==> src/rtl/spare_allocation_scheduler.sv <==
// Walks the candidate repair space (pivot row/col split, then local spare selection) for one
// BIRA run, driving the analyzer and stopping at the first candidate that covers every fault.
module spare_allocation_scheduler #(
    parameter int PCAM       = 8,
    parameter int NPCAM      = 30,
    parameter int RLSS_W     = 4,
    parameter int ROW_SPARES = 2,
    parameter int COL_SPARES = 2,
    parameter int ANA_LAT    = 1
) (
    input  logic              clk,
    input  logic              rst_n,
    input  logic              start,
    input  logic              abort,
    input  logic [PCAM-1:0]   pivot_valid,
    input  logic [NPCAM-1:0]  nonpivot_valid,
    input  logic [NPCAM-1:0]  nonpivot_cover_result,
    output logic [PCAM-1:0]   dsss,
    output logic [RLSS_W-1:0] rlss,
    output logic              busy,
    output logic              done,
    output logic              repairable,
    output logic [PCAM-1:0]   dsss_sol,
    output logic [RLSS_W-1:0] rlss_sol,
    output logic [15:0]       try_cnt
);

    localparam int CNT_W = (ANA_LAT < 2) ? 1 : $clog2(ANA_LAT + 1);

    typedef enum logic [2:0] {
        ST_IDLE, ST_PRECHK, ST_APPLY, ST_WAIT, ST_CHECK, ST_DONE
    } state_t;

    state_t             state_reg, state_next;
    logic [PCAM-1:0]    dsss_reg, dsss_next;
    logic [RLSS_W-1:0]  rlss_reg, rlss_next;
    logic               busy_reg, busy_next;
    logic               done_reg, done_next;
    logic               repairable_reg, repairable_next;
    logic [PCAM-1:0]    dsss_sol_reg, dsss_sol_next;
    logic [RLSS_W-1:0]  rlss_sol_reg, rlss_sol_next;
    logic [15:0]        try_cnt_reg, try_cnt_next;
    logic [PCAM-1:0]    pv_reg, pv_next;
    logic [NPCAM-1:0]   npv_reg, npv_next;
    logic [CNT_W-1:0]   wait_cnt_reg, wait_cnt_next;

    logic [NPCAM-1:0]   cover_bit;
    logic               covered;
    logic               dsss_legal;
    logic               too_many_pivots;

    // An invalid non-pivot entry never needs covering.
    for (genvar gi = 0; gi < NPCAM; gi++) begin : g_cover
        assign cover_bit[gi] = nonpivot_cover_result[gi] | ~npv_reg[gi];
    end
    assign covered = &cover_bit;

    assign dsss_legal = ((dsss_reg & ~pv_reg) == '0)
                     && ($countones(dsss_reg) <= ROW_SPARES)
                     && ($countones(pv_reg & ~dsss_reg) <= COL_SPARES);
    assign too_many_pivots = $countones(pv_reg) > (ROW_SPARES + COL_SPARES);

    always_ff @(posedge clk or negedge rst_n) begin
        if (!rst_n) begin
            state_reg      <= ST_IDLE;
            dsss_reg       <= '0;
            rlss_reg       <= '0;
            busy_reg       <= 1'b0;
            done_reg       <= 1'b0;
            repairable_reg <= 1'b0;
            dsss_sol_reg   <= '0;
            rlss_sol_reg   <= '0;
            try_cnt_reg    <= '0;
            pv_reg         <= '0;
            npv_reg        <= '0;
            wait_cnt_reg   <= '0;
        end else begin
            state_reg      <= state_next;
            dsss_reg       <= dsss_next;
            rlss_reg       <= rlss_next;
            busy_reg       <= busy_next;
            done_reg       <= done_next;
            repairable_reg <= repairable_next;
            dsss_sol_reg   <= dsss_sol_next;
            rlss_sol_reg   <= rlss_sol_next;
            try_cnt_reg    <= try_cnt_next;
            pv_reg         <= pv_next;
            npv_reg        <= npv_next;
            wait_cnt_reg   <= wait_cnt_next;
        end
    end

    always_comb begin
        state_next      = state_reg;
        dsss_next       = dsss_reg;
        rlss_next       = rlss_reg;
        busy_next       = busy_reg;
        done_next       = 1'b0;
        repairable_next = repairable_reg;
        dsss_sol_next   = dsss_sol_reg;
        rlss_sol_next   = rlss_sol_reg;
        try_cnt_next    = try_cnt_reg;
        pv_next         = pv_reg;
        npv_next        = npv_reg;
        wait_cnt_next   = wait_cnt_reg;

        case (state_reg)
            ST_IDLE: begin
                if (start) begin
                    pv_next         = pivot_valid;
                    npv_next        = nonpivot_valid;
                    dsss_next       = '0;
                    rlss_next       = '0;
                    try_cnt_next    = '0;
                    repairable_next = 1'b0;
                    busy_next       = 1'b1;
                    state_next      = ST_PRECHK;
                end
            end
            ST_PRECHK: begin
                if (too_many_pivots) begin
                    done_next  = 1'b1;
                    state_next = ST_DONE;
                end else begin
                    state_next = ST_APPLY;
                end
            end
            ST_APPLY: begin
                if (dsss_legal) begin
                    wait_cnt_next = CNT_W'(ANA_LAT);
                    state_next    = ST_WAIT;
                end else if (&dsss_reg) begin
                    done_next  = 1'b1;
                    state_next = ST_DONE;
                end else begin
                    dsss_next = dsss_reg + PCAM'(1);
                    rlss_next = '0;
                end
            end
            ST_WAIT: begin
                wait_cnt_next = wait_cnt_reg - CNT_W'(1);
                if (wait_cnt_reg <= CNT_W'(1)) begin
                    state_next = ST_CHECK;
                end
            end
            ST_CHECK: begin
                if (try_cnt_reg != 16'hFFFF) begin
                    try_cnt_next = try_cnt_reg + 16'd1;
                end
                if (covered) begin
                    dsss_sol_next   = dsss_reg;
                    rlss_sol_next   = rlss_reg;
                    repairable_next = 1'b1;
                    done_next       = 1'b1;
                    state_next      = ST_DONE;
                end else if (!(&rlss_reg)) begin
                    rlss_next  = rlss_reg + RLSS_W'(1);
                    state_next = ST_APPLY;
                end else begin
                    rlss_next = '0;
                    if (&dsss_reg) begin
                        done_next  = 1'b1;
                        state_next = ST_DONE;
                    end else begin
                        dsss_next  = dsss_reg + PCAM'(1);
                        state_next = ST_APPLY;
                    end
                end
            end
            ST_DONE: begin
                busy_next  = 1'b0;
                state_next = ST_IDLE;
            end
            default: state_next = ST_IDLE;
        endcase

        // Abort discards the run entirely, including any result about to be published.
        if (abort && state_reg != ST_IDLE) begin
            state_next      = ST_IDLE;
            busy_next       = 1'b0;
            done_next       = 1'b0;
            repairable_next = 1'b0;
            dsss_next       = dsss_reg;
            rlss_next       = rlss_reg;
            try_cnt_next    = try_cnt_reg;
            dsss_sol_next   = dsss_sol_reg;
            rlss_sol_next   = rlss_sol_reg;
        end
    end

    assign dsss       = dsss_reg;
    assign rlss       = rlss_reg;
    assign busy       = busy_reg;
    assign done       = done_reg;
    assign repairable = repairable_reg;
    assign dsss_sol   = dsss_sol_reg;
    assign rlss_sol   = rlss_sol_reg;
    assign try_cnt    = try_cnt_reg;

endmodule

==> config.mk <==
export PLATFORM = sky130hd
export DESIGN_NAME = spare_allocation_scheduler
export DESIGN_NICKNAME = d
export VERILOG_FILES = /design/src/rtl/spare_allocation_scheduler.sv
export SDC_FILE = /design/constraint.sdc
export NUM_CORES = 1
export LEC_CHECK = 0
export BUFFER_PORTS_ARGS = -buffer_cell sky130_fd_sc_hd__buf_4
export CELL_PAD_IN_SITES_DETAIL_PLACEMENT = 0
export CELL_PAD_IN_SITES_GLOBAL_PLACEMENT = 1
export CORE_AREA = 4 4 134 98
export DETAILED_ROUTE_END_ITERATION = 8
export DIE_AREA = 0 0 138 102
export PLACE_DENSITY_LB_ADDON = 0.08
export SETUP_SLACK_MARGIN = 0.15
export SLEW_MARGIN = 20
export SYNTH_ARGS = -nofsm -noshare
export SYNTH_HDL_FRONTEND = slang
export SYNTH_SLANG_ARGS = --single-unit
==> constraint.sdc <==
create_clock -name clk -period 5 [get_ports clk]
set_input_delay 0 -clock clk [delete_from_list [all_inputs] [get_ports clk]]
set_output_delay 0 -clock clk [all_outputs]
set_load 0.05 [all_outputs]
### Word level (Yosys, flattened, before mapping)

Index checks and enable logic that the tools add are counted.

* muxes and demuxes: 41
* equal/unequal tests: 17
* magnitude comparators: 4
* reduce and logical (&&, ||, !) cells: 23
* $add $sub $neg: 25
* bitwise operators: 65

Operators with widths (count)
* 8-bit 2-to-1 mux: 5
* 16-bit 2-to-1 mux: 2
* 16-bit case mux with 2 select lines: 1
* 32-bit AND reduction: 1
* 1-bit inverter: 31
* 1-bit bitwise OR: 30
* 30-bit AND reduction: 1
* 3-bit 2-to-1 mux: 9
* 1-bit by 1-bit adder with 2-bit output: 12
* 8-bit case mux with 3 select lines: 1
* 4-bit 2-to-1 mux: 5
* 2-bit by 2-bit adder with 3-bit output: 6
* 16-bit by 1-bit adder with 16-bit output, second input constant: 1
* 8-bit AND: 2
* 16-bit != test, second input constant: 1
* 8-bit inverter: 2
* 3-bit case mux with 5 select lines: 1
* 2-bit != test, second input constant: 7
* 3-bit by 3-bit adder with 4-bit output: 3
* 1-bit 2-to-1 mux: 12
* 4-bit case mux with 3 select lines: 1
* 6-bit AND reduction: 2
* 3-bit nonzero test: 4
* 3-bit != test, second input constant: 3
* 20 further kinds: 32

* output and inout port bits: 43
* logic and storage cells: 187
* bits in registers: 85
* bits of input ports: 72

### Longest topological paths before layout

* depth after elaboration: 10
* gate-level depth with buffers: 15
* depth with buffers taken out: 15

### Least setup slack after synthesis

Ideal clock, no wire load.

* kind: reg2reg
* start: register dsss_reg[0], in the netlist dsss[0]
* end: register rlss_reg[1], in the netlist rlss[1]
* period minus slack after synthesis: 4543 ps
* data required time: 4872 ps
* path slack: 457 ps
* stages on the path, launching flop included: 15
* data arrival time: 4415 ps
* cells stage by stage: dfrtp_1 nand2b_1 fa_1 fa_1 inv_1 fa_1 ha_1 inv_1 fa_1 nor2b_1 a2111oi_2 nand4_2 o221ai_4 nor3_2 mux2_1

* word-level cells in the longest chain between the ends: 9
* elaborated cells on any way between the ends: 18
* those cells by class: 6 x add/sub; 2 x order compare; 2 x eq/ne; 3 x bitwise; 5 x reduce/logical

RTL lines
* start, declared: RTL line 35 `logic [PCAM-1:0] dsss_reg, dsss_next;`
* start signal, assigned: RTL line 79 `dsss_reg <= dsss_next;`
* 8-bit inverter: RTL line 60 `&& ($countones(pv_reg & ~dsss_reg) <= COL_SPARES);`
* 8-bit AND: RTL line 60
* 1-bit by 1-bit adder with 2-bit output (not written as such): RTL line 60
* 2-bit by 2-bit adder with 3-bit output (not written as such): RTL line 60
* 3-bit by 3-bit adder with 4-bit output (not written as such): RTL line 60
* 4-bit by 2-bit less-or-equal comparator with 1-bit output: RTL line 60
* 1-bit logical AND: RTL line 60
* 2-bit != test (no source line)
* 6-bit AND reduction (no source line) (*)
* end signal, assigned: RTL line 80 `rlss_reg <= rlss_next;`
* end, declared: RTL line 36 `logic [RLSS_W-1:0] rlss_reg, rlss_next;`

Mark *: on every way between the ends. The rest lies on a longest branch, timed or not.
A chain may end at the register's enable or synchronous reset.

### Final worst setup path

* start: register dsss_reg[0], in the netlist dsss[0]
* end: register dsss_reg[0], in the netlist dsss[0]

* word-level cells in the longest chain between the ends: 9
* elaborated cells on any way between the ends: 23
* those cells by class: 7 x add/sub; 2 x order compare; 1 x eq/ne; 5 x mux; 3 x bitwise; 5 x reduce/logical

RTL lines (RTL line)
* 8-bit inverter: 60
* 8-bit AND: 60
* 1-bit by 1-bit adder with 2-bit output (not written as such): 60
* 2-bit by 2-bit adder with 3-bit output (not written as such): 60
* 3-bit by 3-bit adder with 4-bit output (not written as such): 60
* 4-bit by 2-bit less-or-equal comparator with 1-bit output: 60
* 1-bit logical AND: 60
* 2-bit != test (no source line)
* 6-bit AND reduction (no source line)

Parallel ways exist; a longest one is shown, timed or not. The select of a mux whose other input is x is not followed.

==> metrics.yaml <==
timing:
  maxSlewViolCount: 0
  tns_ns: 0
  fin_skew_ns: 0.00509
  slew_headroom_pct: 40.6
  finalCriticalPeriod_ns: 4.57
  worst_pin_slew_ns: 0.891
  finalHoldViolCount: 0
  timing.fmax_mhz: 219
  post-route-period-util_pct: 91.4
  rsz0062_at_grt: "false"
  final-setup-viol-count: 0
global_route:
  grt_usage_pct: 18.0
  grt_max_degree: 50
  antenna_found_initial: 0
  grt_pass1_vias: 4087
  grt_pass1_wl_um: 20600
  grt-ovfl-total: 0
clock_network:
  cts.clk_slew.worst_paths_ns: 0.06
  clk_latency_ns: 0.34
  cts_max_level: 3
  cts_made_buffers: 9
  root_buffer: "clkbuf_16"
  cts.sink_count: 84
  tritoncts: "built"
  clk_path_buf_depth: 2
critical_path:
  worstPathRequired_ns: 5.22
  critPathMaxFanout: 8
  arrival_ns: 4.79
  setup.worst_path.start_class: "register"
  path_class: "reg -> reg"
  cp-end-kind: "register"
logic_synthesis:
  netlist_area_um2: 4860
  yosys.area_share.simple_pct: 17.4
  ys_warn_count: 0
  syn_inst: 459
  ys_ff_latch: 84
  ys_seq_area_share_pct: 43.2
  synthDistinctLibCells: 66
  synthMuxAreaShare_pct: 9.73
  synth_area_per_cell_um2: 10.6
  synthArstFlopShare_pct: 100
  synth-adder-area-share_pct: 8.03
  synth_edf_count: 0
  syn-num-nets: 555
  yosys_most_used_dff: "dfrtp_1"
  synth_top_family_by_area: "simple AND/OR/NAND/NOR gates"
  synth-compound-area-share_pct: 13.5
  synthXorXnorAreaFrac_pct: 2.52
run_status:
  status: "finished clean"
routing:
  drtAntennaViolNets: 0
  drtPass1Iterations: 4
  vias_per_cell: 4.99
  drc: 0
  post_drt_wl_per_cell_um: 15.6
  routed_wl_um: 12300
  num_vias: 3919
  dr.first_iter.drc_count: 212
placement:
  place_congestion: 0.810
  dp.final_hpwl_um: 8980
  io_buffers: 114
power:
  power_w: 0.00377
  ir_drop_v: 0.000439
  p_leak_nw: 3.17
  power_density_nw_per_um2: 567
layout:
  area_delta_synth_final_pct: 36.9
  regArea_um2: 2100
  most-common-layout-cells: "buf_4, dfrtp_1, inv_1"
  n_fill_cell: 1132
  mostFrequentLayoutCell: "buf_4"
  multiInputGateArea_um2: 2500
  largest_register_ffs: 30
  n_antenna_cell: 0
  layout-drive-gt1-share_pct: 31.7
  nets: 716
floorplan:
  die_y_um: 102
  io_pins: 115
  placementRows: 34
  initial_core_util_pct: 40.5
  coreArea_um2: 12000
  die_area_um2: 14100
  die_x_um: 138
job:
  drv_cap: 0
worst_hold_path:
  holdCritPathClass: "in -> async"
==> final cells by class <==
type                    instances  area share, %
flip-flops and latches         84           31.6
clock inverters                 5           1.17
repair buffers                165           20.2
well taps                     162           3.05
inverters                      54           3.05
multi-input cells             306           37.6
clock buffers                  10           3.44
==> what timing repair did <==
item	CTS	global route
endpoints found under the hold margin	77	0
endpoints found under the setup margin	0	8
buffers inserted	0	4
gates resized for setup	0	1
hold buffers	41	0
==> power by group <==
group | internal, W | total (W) | leakage [nW] | switching [W]
Sequential | 0.000864 | 0.00102 | 1.09 | 0.000157
Combinational | 0.000953 | 0.00205 | 1.93 | 0.00110
Clock | 0.000433 | 0.000701 | 0.148 | 0.000268
Total | 0.00225 | 0.00377 | 3.17 | 0.00152
==> path summary, 6_finish.rpt <==
| kind | start | to | slack, ns | cells past startpoint |
|---|---|---|---|---|
| worst max register to register | dsss[0] | dsss[0] | 0.43 | 15 |
| worst min register to register | npv_reg[13] | npv_reg[13] | 0.50 | 1 |
| max in group asynchronous | rst_n | pv_reg[7] | 3.80 | 3 |
| min in group clk | nonpivot_cover_result[26] | repairable | 0.35 | 6 |
| worst max-delay path | dsss[0] | dsss[0] | 0.43 | 15 |
| worst min-delay path | rst_n | dsss_sol[2] | 0.17 | 2 |
==> through the flow <==
step                      util [%]  cells  hold WS (ns)  cell area, um2  setup WS, ns
after detailed placement      49.2    726        0.0131            5900         0.305
final                         55.5    786         0.172            6660         0.431
after CTS                     55.1    782         0.197            6610         0.284
after global routing          55.5    786         0.214            6660         0.223
after floorplan                  -    459        -0.296            4860         0.457
after global placement        49.2    726       0.00966            5900         0.422
==> synth_stat cells, types with 7 or more instances <==
master | n | area share (%)
nor2_1 | 31 | 2.4
ha_1 | 12 | 3.1
nor2b_1 | 19 | 2.4
fa_1 | 12 | 4.9
o21ai_0 | 21 | 2.2
nand2b_1 | 9 | 1.2
mux2_2 | 25 | 5.8
a21oi_1 | 13 | 1.3
nand3_1 | 13 | 1.3
mux2_4 | 10 | 3.1
nand2_1 | 34 | 2.6
nand4_1 | 7 | 0.90
inv_1 | 51 | 3.9
xor2_1 | 12 | 2.2
dfrtp_1 | 84 | 43
==> per-layer routing <==
layer | share of wire [%] | vias to the layer above | track usage (%) | wire (um)
met5 | 0 | - | 0 | 0
met4 | 0.55 | 0 | 4.02 | 67
met3 | 6.4 | 6 | 5.61 | 781
met2 | 46 | 107 | 28.3 | 5630
met1 | 47 | 1899 | 24.7 | 5790
li1 | - | 1907 | - | -
==> critical path, stage by stage (launching register included) <==
cell	delay [ns]
dfrtp_1	0.47
nand2b_1	0.21
fa_1	0.51
fa_1	0.55
inv_1	0.06
fa_1	0.53
ha_1	0.16
inv_1	0.05
fa_1	0.38
nor2b_1	0.14
a31o_2	0.22
nand4_2	0.12
o221ai_4	0.19
buf_4	0.19
or3_1	0.39
mux2_2	0.27
==> cell families (layout without fill, tap and decap cells) <==
kind of cell               after synthesis  in the layout
and+or+nand+nor                        148            148
DFF                                     84             84
AOI/OAI and AO/OA                       81             81
buffers and inverters                   69            234
muxes                                   39             39
adders and majority gates               24             24
xor gates and xnor gates                14             14
No activity file was read; power rests on OpenSTA's default activity.
